--- config.mk ---
export PLATFORM = sky130hd
export DESIGN_NAME = axi4_to_wishbone_burst
export DESIGN_NICKNAME = d
export VERILOG_FILES = /design/src/rtl/axi4_to_wishbone_burst.sv
export SDC_FILE = /design/constraint.sdc
export NUM_CORES = 1
export LEC_CHECK = 0
export ABC_AREA = 1
export BUFFER_PORTS_ARGS = -buffer_cell sky130_fd_sc_hd__clkbuf_2
export CORE_ASPECT_RATIO = 1.5
export CORE_MARGIN = 3
export CORE_UTILIZATION = 42
export DETAILED_ROUTE_END_ITERATION = 10
export PLACE_DENSITY = 0.69
export SLEW_MARGIN = 20
export SYNTH_ARGS = -nofsm -noshare
export SYNTH_HDL_FRONTEND = slang
export SYNTH_SLANG_ARGS = --single-unit
export TNS_END_PERCENT = 10
--- constraint.sdc ---
create_clock -name clk -period 5.1 [get_ports clk]
set_input_delay 0.255 -clock clk [delete_from_list [all_inputs] [get_ports clk]]
set_output_delay 0.255 -clock clk [all_outputs]
set_load 0.02 [all_outputs]
--- src/rtl/axi4_to_wishbone_burst.sv ---
// ---------------------------------------------------------------------------
// axi4_to_wishbone_burst
//
// Bridges an AXI4 slave port onto a classic Wishbone master.  One burst is in
// flight at a time; each AXI beat becomes one Wishbone cycle.  CYC/STB drop
// for at least one clock between beats, so a zero-wait slave costs two clocks
// per beat.
//
// Ports
//   clk, rst_n          : single clock, asynchronous active-low reset
//   S_AXI_AW* / W* / B* : AXI4 write address, write data, write response
//   S_AXI_AR* / R*      : AXI4 read address, read data
//   WB_*                : Wishbone master (CYC/STB/WE/ADDR/WDATA/SEL out,
//                         RDATA/ACK/ERR in)
//
// Optional feature
//   AXI2WB_TIMEOUT_EN   : when defined, a watchdog ends any Wishbone beat that
//                         has waited TIMEOUT_CYCLES clocks and reports it as
//                         SLVERR (read data forced to zero).  When undefined
//                         the bridge waits for ACK/ERR indefinitely.
// ---------------------------------------------------------------------------
module axi4_to_wishbone_burst #(
  parameter int ADDR_WIDTH     = 32,
  parameter int DATA_WIDTH     = 32,
  parameter int ID_WIDTH       = 4,
  parameter int TIMEOUT_CYCLES = 255
) (
  input  logic                      clk,
  input  logic                      rst_n,
  // AW channel
  input  logic [ID_WIDTH-1:0]       S_AXI_AWID,
  input  logic [ADDR_WIDTH-1:0]     S_AXI_AWADDR,
  input  logic [7:0]                S_AXI_AWLEN,
  input  logic [2:0]                S_AXI_AWSIZE,
  input  logic [1:0]                S_AXI_AWBURST,
  input  logic                      S_AXI_AWVALID,
  output logic                      S_AXI_AWREADY,
  // W channel
  input  logic [DATA_WIDTH-1:0]     S_AXI_WDATA,
  input  logic [DATA_WIDTH/8-1:0]   S_AXI_WSTRB,
  input  logic                      S_AXI_WLAST,
  input  logic                      S_AXI_WVALID,
  output logic                      S_AXI_WREADY,
  // B channel
  output logic [ID_WIDTH-1:0]       S_AXI_BID,
  output logic [1:0]                S_AXI_BRESP,
  output logic                      S_AXI_BVALID,
  input  logic                      S_AXI_BREADY,
  // AR channel
  input  logic [ID_WIDTH-1:0]       S_AXI_ARID,
  input  logic [ADDR_WIDTH-1:0]     S_AXI_ARADDR,
  input  logic [7:0]                S_AXI_ARLEN,
  input  logic [2:0]                S_AXI_ARSIZE,
  input  logic [1:0]                S_AXI_ARBURST,
  input  logic                      S_AXI_ARVALID,
  output logic                      S_AXI_ARREADY,
  // R channel
  output logic [ID_WIDTH-1:0]       S_AXI_RID,
  output logic [DATA_WIDTH-1:0]     S_AXI_RDATA,
  output logic [1:0]                S_AXI_RRESP,
  output logic                      S_AXI_RLAST,
  output logic                      S_AXI_RVALID,
  input  logic                      S_AXI_RREADY,
  // Wishbone master
  output logic                      WB_CYC,
  output logic                      WB_STB,
  output logic                      WB_WE,
  output logic [ADDR_WIDTH-1:0]     WB_ADDR,
  output logic [DATA_WIDTH-1:0]     WB_WDATA,
  output logic [DATA_WIDTH/8-1:0]   WB_SEL,
  input  logic [DATA_WIDTH-1:0]     WB_RDATA,
  input  logic                      WB_ACK,
  input  logic                      WB_ERR
);

  localparam int STRB_WIDTH = DATA_WIDTH / 8;
  localparam int MAX_SIZE   = $clog2(STRB_WIDTH);
  localparam logic [1:0] BURST_FIXED = 2'b00;
  localparam logic [1:0] RESP_OKAY   = 2'b00;
  localparam logic [1:0] RESP_SLVERR = 2'b10;

  if (DATA_WIDTH != 32 && DATA_WIDTH != 64) begin : g_bad_width
    $error("axi4_to_wishbone_burst: DATA_WIDTH must be 32 or 64");
  end
  if (TIMEOUT_CYCLES < 1) begin : g_bad_timeout
    $error("axi4_to_wishbone_burst: TIMEOUT_CYCLES must be at least 1");
  end

  typedef enum logic [2:0] {
    IDLE, W_DATA, W_BUS, W_RESP, R_BUS, R_DATA
  } state_t;

  state_t                  state_q, state_d;
  logic                    prefer_read_q;   // last grant was a write
  logic [ID_WIDTH-1:0]     id_q;
  logic [ADDR_WIDTH-1:0]   addr_q;
  logic [7:0]              len_q;
  logic [7:0]              beat_q;
  logic [2:0]              size_q;
  logic [1:0]              burst_q;
  logic [DATA_WIDTH-1:0]   wdata_q;
  logic [STRB_WIDTH-1:0]   strb_q;
  logic [DATA_WIDTH-1:0]   rdata_q;
  logic                    wr_err_q;        // sticky over the whole write burst
  logic                    rd_err_q;        // error of the current read beat

  logic                    grant_w, grant_r;
  logic                    timeout;
  logic                    bus_done, bus_err, last_beat;
  logic [2:0]              size_eff;
  logic [ADDR_WIDTH-1:0]   beat_addr;

  // WLAST carries no information here: the beat counter defines the end.
  logic unused_wlast;
  assign unused_wlast = S_AXI_WLAST;

  // Both requests pending: take the type not served last. prefer_read_q
  // resets low so the first contested grant goes to the write.
  assign grant_w = S_AXI_AWVALID && (!S_AXI_ARVALID || !prefer_read_q);
  assign grant_r = S_AXI_ARVALID && !grant_w;

  // ACK together with ERR counts as ERR; a watchdog expiry counts as ERR.
  assign bus_done  = WB_ACK || WB_ERR || timeout;
  assign bus_err   = WB_ERR || timeout;
  assign last_beat = (beat_q == len_q);

  // WRAP bursts are walked as INCR; oversized SIZE is clamped to bus width.
  always_comb begin
    size_eff  = (size_q > 3'(MAX_SIZE)) ? 3'(MAX_SIZE) : size_q;
    beat_addr = (burst_q == BURST_FIXED) ? addr_q
              : addr_q + (ADDR_WIDTH'(beat_q) << size_eff);
  end

`ifdef AXI2WB_TIMEOUT_EN
  localparam int TO_W = $clog2(TIMEOUT_CYCLES + 1);
  logic [TO_W-1:0] to_cnt_q;
  logic            in_bus;

  assign in_bus = (state_q == W_BUS) || (state_q == R_BUS);

  // Counter sits at zero outside the bus states, so it is clear on entry.
  always_ff @(posedge clk or negedge rst_n) begin
    if (!rst_n)      to_cnt_q <= '0;
    else if (in_bus) to_cnt_q <= to_cnt_q + TO_W'(1);
    else             to_cnt_q <= '0;
  end

  // Fires on the TIMEOUT_CYCLES-th clock with CYC high and no slave answer.
  assign timeout = in_bus && (to_cnt_q == TO_W'(TIMEOUT_CYCLES - 1))
                   && !WB_ACK && !WB_ERR;
`else
  assign timeout = 1'b0;
`endif

  // ---------------------------------------------------------------- state
  // NOTE: clocked state uses non-blocking (<=) so every flop samples the
  // pre-edge values; blocking here would create order-dependent races.
  always_ff @(posedge clk or negedge rst_n) begin
    if (!rst_n) state_q <= IDLE;
    else        state_q <= state_d;
  end

  // ----------------------------------------------------------- next state
  always_comb begin
    state_d = state_q;
    unique case (state_q)
      IDLE:    if (grant_w)           state_d = W_DATA;
               else if (grant_r)      state_d = R_BUS;
      W_DATA:  if (S_AXI_WVALID)      state_d = W_BUS;
      W_BUS:   if (bus_done)          state_d = last_beat ? W_RESP : W_DATA;
      W_RESP:  if (S_AXI_BREADY)      state_d = IDLE;
      R_BUS:   if (bus_done)          state_d = R_DATA;
      R_DATA:  if (S_AXI_RREADY)      state_d = last_beat ? IDLE : R_BUS;
      default:                        state_d = IDLE;
    endcase
  end

  // --------------------------------------------------------------- outputs
  // NOTE: every output gets a default before the case so no path leaves a
  // signal unassigned, which would otherwise infer a latch.
  always_comb begin
    S_AXI_AWREADY = 1'b0;
    S_AXI_ARREADY = 1'b0;
    S_AXI_WREADY  = 1'b0;
    S_AXI_BVALID  = 1'b0;
    S_AXI_RVALID  = 1'b0;
    S_AXI_RLAST   = 1'b0;
    WB_CYC        = 1'b0;
    WB_STB        = 1'b0;
    WB_WE         = 1'b0;
    WB_ADDR       = '0;
    WB_WDATA      = '0;
    WB_SEL        = '0;
    unique case (state_q)
      IDLE: begin
        // Grants are combinational from VALID; keep them low during reset.
        S_AXI_AWREADY = rst_n && grant_w;
        S_AXI_ARREADY = rst_n && grant_r;
      end
      W_DATA: S_AXI_WREADY = 1'b1;
      W_BUS: begin
        WB_CYC   = 1'b1;
        WB_STB   = 1'b1;
        WB_WE    = 1'b1;
        WB_ADDR  = beat_addr;
        WB_WDATA = wdata_q;
        WB_SEL   = strb_q;
      end
      W_RESP: S_AXI_BVALID = 1'b1;
      R_BUS: begin
        WB_CYC  = 1'b1;
        WB_STB  = 1'b1;
        WB_ADDR = beat_addr;
        WB_SEL  = '1;
      end
      R_DATA: begin
        S_AXI_RVALID = 1'b1;
        S_AXI_RLAST  = last_beat;
      end
      default: ;
    endcase
  end

  // Response fields come straight from registers that only change outside
  // the VALID window, so they are stable until accepted.
  assign S_AXI_BID   = id_q;
  assign S_AXI_BRESP = wr_err_q ? RESP_SLVERR : RESP_OKAY;
  assign S_AXI_RID   = id_q;
  assign S_AXI_RDATA = rdata_q;
  assign S_AXI_RRESP = rd_err_q ? RESP_SLVERR : RESP_OKAY;

  // -------------------------------------------------------------- datapath
  // NOTE: datapath registers are reset too, because reset must present zero
  // on RDATA, the IDs and the responses, not just an idle FSM.
  always_ff @(posedge clk or negedge rst_n) begin
    if (!rst_n) begin
      prefer_read_q <= 1'b0;
      id_q          <= '0;
      addr_q        <= '0;
      len_q         <= '0;
      beat_q        <= '0;
      size_q        <= '0;
      burst_q       <= '0;
      wdata_q       <= '0;
      strb_q        <= '0;
      rdata_q       <= '0;
      wr_err_q      <= 1'b0;
      rd_err_q      <= 1'b0;
    end else begin
      unique case (state_q)
        IDLE: begin
          if (grant_w) begin
            prefer_read_q <= 1'b1;
            id_q          <= S_AXI_AWID;
            addr_q        <= S_AXI_AWADDR;
            len_q         <= S_AXI_AWLEN;
            size_q        <= S_AXI_AWSIZE;
            burst_q       <= S_AXI_AWBURST;
            beat_q        <= '0;
            wr_err_q      <= 1'b0;
          end else if (grant_r) begin
            prefer_read_q <= 1'b0;
            id_q          <= S_AXI_ARID;
            addr_q        <= S_AXI_ARADDR;
            len_q         <= S_AXI_ARLEN;
            size_q        <= S_AXI_ARSIZE;
            burst_q       <= S_AXI_ARBURST;
            beat_q        <= '0;
          end
        end
        W_DATA: begin
          if (S_AXI_WVALID) begin
            wdata_q <= S_AXI_WDATA;
            strb_q  <= S_AXI_WSTRB;
          end
        end
        W_BUS: begin
          if (bus_done) begin
            if (bus_err)    wr_err_q <= 1'b1;
            if (!last_beat) beat_q   <= beat_q + 8'd1;
          end
        end
        R_BUS: begin
          if (bus_done) begin
            rdata_q  <= timeout ? '0 : WB_RDATA;
            rd_err_q <= bus_err;
          end
        end
        R_DATA: begin
          if (S_AXI_RREADY && !last_beat) beat_q <= beat_q + 8'd1;
        end
        default: ;
      endcase
    end
  end

endmodule

==> results of run 1 <==
-- layout make-up --
cell class / instances / area [um^2]
diodes: 2 / 5.00
clock buffers: 24 / 492
clock inverters: 8 / 100
fillers: 1943 / 8760
inverters: 171 / 642
multi-input cells: 770 / 4100
flip-flops and latches: 131 / 3280
well taps: 256 / 320
repair buffers: 302 / 1540
-- critical path: cells and delay by family (launching register included) --
family                   cells  cell delay, ns
AO/OA/AOI/OAI                4            0.83
adder cells (fa/ha/maj)      1            0.34
flip-flops                   1            0.38
AND/OR/NAND/NOR             10            1.64
buffers and inverters        1            0.23
-- cells by family after synthesis --
group,Yosys count,share of synthesized area (%)
xor gates and xnor gates,2,0.211
DFF,131,39.6
and+or+nand+nor,492,25.5
muxes,36,4.89
adders and majority gates,20,3.11
buffers and inverters,231,11.5
other,1,0.0453
AOI/OAI and AO/OA,213,15.2
-- report_power, final --
group | switching [uW] | total [uW] | internal [uW]
clock network | 465 | 1230 | 770
logic | 2350 | 3540 | 1190
registers | 338 | 1860 | 1520
-- sequential cells by signal (all words and copies together) (netlist names) --
register       cells
size_q             3
prefer_read_q      1
addr_q            32
state_q            3
S_AXI_BID          4
S_AXI_RDATA       32
burst_q            2
wr_err_q           1
strb_q             4
rd_err_q           1
len_q              8
beat_q             8
wdata_q           32
-- per-stage QoR --
step | hold slack [ns] | instance area, um^2
6_report | 0.0403 | 10500
5_1_grt | 0.0409 | 10500
4_1_cts | 0.0226 | 10500
3_5_place_dp | 0.296 | 9870
3_3_place_gp | 0.293 | 9870
2_1_floorplan | -0.0406 | 8310
-- worst paths after layout --
path                                 end  slack, ns            from
max reg2reg                   state_q[0]       2.17      state_q[2]
max in group asynchronous      addr_q[4]       3.36           rst_n
min in group asynchronous     wdata_q[9]       0.40           rst_n
min reg2reg                prefer_read_q       0.50   prefer_read_q
max                          WB_ADDR[24]        1.0       size_q[1]
min                            strb_q[2]       0.04  S_AXI_WSTRB[2]
-- placed cells by master, fill, tap and decap left out, types with 3 or more instances in the layout --
cell / netlist / layout
a211oi_1: 3 / 3
a21oi_1: 117 / 117
a22oi_1: 49 / 49
buf_4: 9 / 8
clkbuf_1: 34 / 3
clkbuf_16: 0 / 17
clkbuf_2: 0 / 292
clkbuf_8: 0 / 4
clkinvlp_4: 0 / 4
conb_1: 1 / 7
dfrtp_1: 131 / 131
ha_1: 19 / 19
inv_1: 161 / 161
inv_2: 9 / 9
mux2_1: 3 / 3
mux2_2: 33 / 33
nand2_1: 213 / 210
nand2_2: 6 / 8
nand3_1: 103 / 103
nand3b_1: 4 / 4
nand4_1: 8 / 8
nor2_1: 127 / 127
nor3_1: 12 / 12
nor4_1: 6 / 6
o211ai_1: 6 / 6
o21ai_0: 22 / 22
o21ai_1: 4 / 4
o21ai_2: 8 / 7
or2_2: 3 / 3
-- per-layer routing --
metal / GRT usage, % / vias to the layer above / part of all wire, %
met4: 11.0 / 0 / 3.6
met3: 6.22 / 57 / 6.9
li1: - / 4203 / -
met2: 45.1 / 344 / 52
met1: 27.4 / 3940 / 37
met5: 0 / - / 0
==> summary.md, run 1 <==
| Metric | Value |
|---|---|
| Antenna violations before repair | 0 |
| Drt first-iter violations | 511 |
| Sequential-to-total area share from yosys stat | 39.6% |
| CTS root buffer | clkbuf_16 |
| Ys async rst share | 100% |
| Max IR drop VDD | 0.453 mV |
| PD cells | 633 nW/um^2 |
| Layout cells sized above 1 | 28.5% |
| CP max stage delay | 0.53 ns |
| Max_cap viols | 0 |
| Period minus WS final | 4.10 ns |
| First-pass GRT wire length | 42.1 mm |
| Clock-pin slew on the worst setup and hold paths | 0.06 ns |
| Fin. max-slew vios | 0 |
| Die span in x | 121 um |
| Initial Utilization | 43.1% |
| Post-place setup slack | 1.44 ns |
| Drt drc | 0 |
| Clock skew | 0.00946 ns |
| Leading cell types by count after synthesis | nand2_1, inv_1, dfrtp_1 |
| # resized after CTS | 0 |
| All-layer global routing usage | 24.9% |
| Distinct cells, synth | 42 |
| P&R area growth vs syn | 26.5% |
| Cell count after placement | 1,629 |
| RSZ-0062 raised after global routing | no |
| Slew margin rel. | 40.4% |
| Fin crit share | 80.4% |
| Startpoint Class | flip-flop |
| F_max | 244 MHz |
| Critical Path Most Common Cell | nand2_1 |
| Post-synth EDFFs | 0 |
| Setup Buffers After CTS | 0 |
| Post-Route Utilization | 54.5% |
| CTS Buffer Depth | 2 |
| Critical path peak fanout | 9 |
| Gr ovfl total | 0 |
| Fin Setup TNS | 0 ns |
| Drt total wl | 26.8 mm |
| Worst endpoint required time | 4.85 ns |
| DR vias | 8,544 |
| GPL Wtd Cong | 0.947 |
| Static leakage | 0.00583 uW |
| Setup Crit Path Kind | reg -> out |
| CP Data Arrival Time | 3.85 ns |
| Endpoints failing setup | 0 |
| CTS hold repair buffers | 1 |
| Fin nets | 1,589 |
| Vias in the first global route | 8,454 |
| ANT nets after route | 0 |
| I/O pin cnt | 297 |
| Hpwl dp | 20.1 mm |
| Sink Count | 131 |
| Depth of the worst register-to-register path | 8 |
| Worst-Skew Late Latency | 0.43 ns |
| Total Power | 6640 uW |
| Synthesized area | 8290 um^2 |
| YS warnings | 0 |
| Drt first pass iters | 5 |
| Top-count cell post-synth | nand2_1 |
| Final Worst Setup Slack | 0.998 ns |
| Post-route insts no fill | 1,664 |
| Input/output buffers | 293 |
| Die height | 178 um |
| Gate Count Post-Synth | 1,126 |
| Slowest cell on crit path | nor2_1 |
| Area contributors post-synth | dfrtp_1, nand2_1, inv_1, a21oi_1, nand3_1 |
| DR WL/cell | 16.1 um |
| CTS tree | done |
| FP Rows | 62 |
| Final Hold Viols | 0 |
| Predominant post-synthesis flop cell | dfrtp_1 |
| Die ar. | 21,500 um^2 |
| Status | finished, final reports clean |
| Critical Path, Cell by Cell | nor2_1 > nand2_1 > nand2_1 > o21ai_0 > o21ai_0 > ha_1 > nand2_1 > nand2_1 > o21ai_0 > nand2_1 > nand2_1 > nand2_1 > nand2_1 > nand2_1 > a21oi_1 > clkbuf_2 |
| Largest net degree at the start of global routing | 71 |
| Tightest Pin Transition | 0.895 ns |
| CP Capture Type | output port |
| Syn avg cell area | 7.36 um^2 |
| TritonCTS Buffers | 17 |
| Vias per inst | 5.13 |
| Htree depth | 4 |
| Hold Path Stages | 2 |
| Core Area | 19,200 um^2 |
| Worst hold path class | in -> reg |
| Cell taking the most area after synthesis | dfrtp_1 |
| FF+latch count, synth | 131 |
| Yosys top cell area share | 39.6% |
No activity file was read; power rests on OpenSTA's default activity.
==> run 2, diff against run 1 <==
==> constraint.sdc (replaced) <==
create_clock -name clk -period 3.92 [get_ports clk]
set_input_delay 0.196 -clock clk [delete_from_list [all_inputs] [get_ports clk]]
set_output_delay 0.196 -clock clk [all_outputs]
set_load 0.02 [all_outputs]
==> run 2 against run 1 <==
Against the previous run: first-iteration DRC count is 5.5% lower; highest routed layer unchanged; sequential cell count unchanged; register-to-register slack worse by 0.55 ns; worst setup slack worse by 0.72 ns; via count up 2.1%; total power rose by 29%; clock skew down 0.0037 ns; critical path type unchanged; combinational power is 32% higher.
==> summary.md, run 2 (synthesis results as in run 1) <==
| Metric | Value |
|---|---|
| Status | finished, final reports clean |
| Startpoint Class | flip-flop |
| Final Hold Viols | 0 |
| Die ar. | 21,500 um^2 |
| Hold_sp | S_AXI_WDATA[19] |
| CP Capture Type | output port |
| F_max | 275 MHz |
| RSZ-0062 raised after global routing | no |
| Die height | 178 um |
| PD cells | 788 nW/um^2 |
| CP Data Arrival Time | 3.45 ns |
| Htree depth | 4 |
| Clock skew | 0.00580 ns |
| Drt drc | 0 |
| Post-place setup slack | 0.795 ns |
| Setup Crit Path Kind | reg -> out |
| CTS root buffer | clkbuf_16 |
| Slew margin rel. | 33.9% |
| Tightest Pin Transition | 0.991 ns |
| DR vias | 8,724 |
| Worst hold path class | in -> reg |
| P&R area growth vs syn | 31.5% |
| Max_cap viols | 0 |
| Worst-Skew Late Latency | 0.43 ns |
| Initial Utilization | 43.1% |
| Hold Path Stages | 3 |
| Fin. max-slew vios | 0 |
| Largest net degree at the start of global routing | 100 |
| Drt first pass iters | 5 |
| First-pass GRT wire length | 43.9 mm |
| ANT nets after route | 0 |
| Layout cells sized above 1 | 27.6% |
| Vias per inst | 5.10 |
| CTS Buffer Depth | 2 |
| Core Area | 19,200 um^2 |
| # resized after CTS | 0 |
| Fin nets | 1,637 |
| Fin Setup TNS | 0 ns |
| I/O pin cnt | 297 |
| R2r setup slk | 1.62 ns |
| CTS tree | done |
| Endpoints failing setup | 0 |
| FP Rows | 62 |
| Sink Count | 131 |
| RR Endpoint | state_q[0] |
| Antenna violations before repair | 1 |
| Fin crit share | 92.9% |
| Commonest non-fill, non-tap cell in the layout | clkbuf_2 |
| Max IR drop VDD | 0.718 mV |
| DR WL/cell | 16.5 um |
| Most frequent cells in the layout | clkbuf_2, nand2_1, inv_1 |
| Final Worst Setup Slack | 0.278 ns |
| Critical path peak fanout | 9 |
| TritonCTS Buffers | 17 |
| Depth of the worst register-to-register path | 9 |
| Vias in the first global route | 8,670 |
| Gr ovfl total | 0 |
| Filler cell count | 1,880 |
| Clock-pin slew on the worst setup and hold paths | 0.06 ns |
| Drt first-iter violations | 483 |
| Period minus WS final | 3.64 ns |
| Drt total wl | 28.1 mm |
| Worst endpoint required time | 3.72 ns |
| GPL Wtd Cong | 0.934 |
| All-layer global routing usage | 26.1% |
| Die span in x | 121 um |
| Input/output buffers | 293 |
| Hpwl dp | 20.2 mm |
| Worst Hold Path EP | wdata_q[19] |
| Reg2reg start | state_q[0] |
| Static leakage | 0.00602 uW |
run 2: how the worst max path moves through the flow:
stage,startpoint,to,slack [ns]
finish,size_q[1],WB_ADDR[24],0.28
global route,size_q[1],WB_ADDR[24],0.07
CTS,size_q[1],WB_ADDR[24],0.31
detailed placement,size_q[1],WB_ADDR[26],0.80
global placement,size_q[1],WB_ADDR[24],0.83
floorplan,size_q[1],WB_ADDR[24],1.07
run 2: where the power goes:
group          total (uW)  switching, uW  internal (uW)
Combinational        4670           3080           1580
Clock                1480            607            875
Sequential           2440            457           1980
Total                8590           4150           4440
run 2: what timing repair did:
action / in CTS / in global routing
hold endpoints to repair: 131 / 0
setup buffers: 0 / 0
hold buffers: 48 / 0
run 2: routing by layer:
metal	global-route usage, %	vias to the layer above	part of all wire, %
met5	0	-	0
met4	10.2	0	2.8
met3	6.25	45	6.2
met2	49.4	286	54
met1	27.6	4099	37
li1	-	4294	-
run 2: critical path, stage by stage, from the launching register on:
cell      delay, ns
dfrtp_1        0.38
nor2_1         0.10
buf_4          0.17
clkinv_1       0.20
nor3_1         0.25
ha_1           0.27
inv_1          0.07
fa_1           0.41
nor2_1         0.14
o21ai_0        0.14
nand2_1        0.16
nand2_1        0.09
nand2_1        0.17
nand3_1        0.09
a21oi_1        0.15
clkbuf_2       0.22
run 2: through the flow:
stage | util [%] | hold WS, ns | std cells | power [uW] | cell area, um^2
floorplan | - | -0.0996 | 1132 | 5690 | 8310
global placement | 51.3 | 0.314 | 1630 | 6940 | 9880
detailed placement | 51.3 | 0.307 | 1630 | 7030 | 9880
CTS | 56.6 | 0.0000370 | 1708 | 8580 | 10900
global route | 56.6 | 0.0156 | 1709 | 9260 | 10900
finish | 56.6 | 0.0186 | 1709 | 8590 | 10900
run 2: cell type report:
type	count	area [um^2]	share of cell area, %
diodes	1	2.50	0.0230
clock buffers	20	447	4.10
clock inverters	10	87.6	0.804
inverters	171	642	5.89
multi-input cells	770	4100	37.6
flip-flops and latches	131	3280	30.1
well taps	256	320	2.94
repair buffers	350	2020	18.5
==> run 3, diff against run 2 <==
--- a/config.mk
+++ b/config.mk
@@ -11,6 +11,7 @@
 export CORE_MARGIN = 3
 export CORE_UTILIZATION = 42
 export DETAILED_ROUTE_END_ITERATION = 10
+export MAX_ROUTING_LAYER = met4
 export PLACE_DENSITY = 0.69
 export SLEW_MARGIN = 20
 export SYNTH_ARGS = -nofsm -noshare
==> run 3 against run 2 <==
Against the previous run: sequential cell count stayed put; first-iteration DRC count is 17% higher; register-to-register slack worse by 0.10 ns; via count is 0.69% higher; routed wire length is 0.25% higher; sequential power hardly changed; design area is 0.98% higher; cell count is 0.47% higher; core utilization is 0.55 points higher; sequential share of layout area is 0.29 points lower.
==> summary.md, run 3 (synthesis results as in run 1) <==
| Metric | Value |
|---|---|
| Combinational fraction of design power | 53.6% |
| Reg power frac | 27.9% |
| Hold Path Stages | 3 |
| Slew margin rel. | 33.3% |
| CTS tree | done |
| Die span in x | 121 um |
| Internal | 4530 uW |
| RR Endpoint | state_q[0] |
| F_max | 278 MHz |
| Htree depth | 4 |
| Endpoints failing setup | 0 |
| Worst hold path class | in -> reg |
| Largest net degree at the start of global routing | 100 |
| Die height | 178 um |
| Drt total wl | 28.2 mm |
| DR WL/cell | 16.4 um |
| Max IR drop VDD | 0.592 mV |
| Post-route insts no fill | 1,717 |
| Depth of the worst register-to-register path | 9 |
| Vias per inst | 5.12 |
| Hpwl dp | 20.2 mm |
| Drt first-iter violations | 563 |
| Vias in the first global route | 8,729 |
| Fin crit share | 91.8% |
| Fin nets | 1,642 |
| CP Data Arrival Time | 3.40 ns |
| ANT nets after route | 0 |
| Gr ovfl total | 0 |
| Input/output buffers | 293 |
| Core Area | 19,200 um^2 |
| Commonest non-fill, non-tap cell in the layout | clkbuf_2 |
| CTS Buffer Depth | 2 |
| GPL Wtd Cong | 0.917 |
| Layout cells sized above 1 | 27.9% |
| Sink Count | 131 |
| Clock-pin slew on the worst setup and hold paths | 0.06 ns |
| Cell count after placement | 1,631 |
| RSZ-0062 raised after global routing | no |
| Tightest Pin Transition | 1.00 ns |
| Initial Utilization | 43.1% |
| FP Rows | 62 |
| Status | finished, final reports clean |
| DR vias | 8,784 |
| Critical path peak fanout | 9 |
| P&R area growth vs syn | 32.8% |
| Drt first pass iters | 5 |
| Switch share | 48.1% |
| Die ar. | 21,500 um^2 |
| Setup Crit Path Kind | reg -> out |
| I/O pin cnt | 297 |
| Period minus WS final | 3.60 ns |
| Setup Buffers After CTS | 0 |
| Fin. max-slew vios | 0 |
| Antenna violations before repair | 2 |
| Worst endpoint required time | 3.72 ns |
| Startpoint Class | flip-flop |
| Static leakage | 0.00605 uW |
| R2r setup slk | 1.52 ns |
| CTS root buffer | clkbuf_16 |
| CP Capture Type | output port |
| Clk pwr share | 18.5% |
| Drt drc | 0 |
| Clock skew | 0.00763 ns |
| All-layer global routing usage | 27.0% |
| Psw | 4190 uW |
| Worst-Skew Late Latency | 0.43 ns |
| TritonCTS Buffers | 17 |
| Most frequent cells in the layout | clkbuf_2, nand2_1, inv_1 |
| Hold_sp | S_AXI_WDATA[8] |
| Max_cap viols | 0 |
| Fin Setup TNS | 0 ns |
| Final Hold Viols | 0 |
| Reg2reg start | state_q[0] |
| Worst Hold Path EP | wdata_q[8] |
| First-pass GRT wire length | 44.1 mm |
| PD cells | 792 nW/um^2 |
## run 3: cell types whose count changed in the layout (fill, tap and decap cells not counted)
| cell | delta |
|---|---|
| clkinv_2 | -3 |
| dlygate4sd3_1 | +4 |
| nand2_4 | -1 |
| clkinv_4 | +1 |
| bufinv_16 | +1 |
| clkinv_1 | -1 |
| clkinvlp_4 | +3 |
| inv_6 | +3 |
| clkbuf_1 | -2 |
| nand2_2 | +1 |
| diode_2 | +1 |
| buf_4 | +1 |
## run 3: layout make-up
type	count	area, um^2
inverters	171	646
clock inverters	14	153
flip-flops and latches	131	3280
fillers	1873	8230
well taps	256	320
multi-input cells	770	4100
diodes	2	5.00
clock buffers	18	439
repair buffers	355	2070
## run 3: how the worst max path moves through the flow
| stage | start | to | slack [ns] | cells past startpoint |
|---|---|---|---|---|
| 2_1_floorplan | size_q[1] | WB_ADDR[24] | 1.07 | 13 |
| 3_3_place_gp | size_q[1] | WB_ADDR[25] | 0.86 | 15 |
| 3_5_place_dp | size_q[1] | WB_ADDR[25] | 0.81 | 15 |
| 4_1_cts | size_q[1] | WB_ADDR[25] | 0.34 | 15 |
| 5_1_grt | size_q[1] | WB_ADDR[24] | 0.08 | 15 |
| 6_report | size_q[1] | WB_ADDR[25] | 0.32 | 15 |
## run 3: layer usage
| layer | wire length (um) | part of all wire [%] | track usage (%) | vias up |
|---|---|---|---|---|
| met5 | 0 | 0 | - | - |
| met4 | 1030 | 3.6 | 11.8 | 0 |
| met3 | 1570 | 5.6 | 5.20 | 55 |
| met2 | 14900 | 53 | 48.0 | 318 |
| met1 | 10700 | 38 | 29.2 | 4107 |
| li1 | - | - | - | 4304 |
## run 3: stage by stage
step | setup WS, ns | hold slack, ns | power, uW | area [um^2] | util [%]
after floorplan | 1.07 | -0.0996 | 5690 | 8310 | -
after CTS | 0.341 | 0.0000783 | 8710 | 11000 | 57.2
after global routing | 0.0781 | 0.00874 | 9390 | 11000 | 57.2
final | 0.323 | 0.0130 | 8720 | 11000 | 57.2
after global placement | 0.857 | 0.315 | 6940 | 9880 | 51.4
after detailed placement | 0.814 | 0.308 | 7030 | 9880 | 51.4
## run 3: critical path, stage by stage, from the launching register on
cell      delay [ns]
dfrtp_1         0.38
nor2_1          0.10
buf_4           0.18
nand2_1         0.16
o21ai_0         0.24
o21ai_0         0.16
ha_1            0.33
nand2_1         0.11
nor2_1          0.31
nand3_1         0.13
nand3_1         0.17
nand2_1         0.09
nand2_1         0.16
a21oi_1         0.09
nor2_1          0.16
clkbuf_2        0.19
## run 3: timing repair
action / 4_1_cts / 5_1_grt
setup endpoints to repair: 0 / 1
hold buffers: 52 / 0
endpoints found under the hold margin: 135 / 0
resized for setup: 0 / 1
## run 3: power groups by stage
| stage | clock [uW] | combinational, uW | sequential [uW] |
|---|---|---|---|
| final | 1620 | 4670 | 2430 |
| after global routing | 1700 | 5180 | 2510 |
| after CTS | 1640 | 4650 | 2420 |
| after detailed placement | 0 | 4590 | 2440 |
| after global placement | 0 | 4530 | 2420 |
| after floorplan | 0 | 3150 | 2540 |
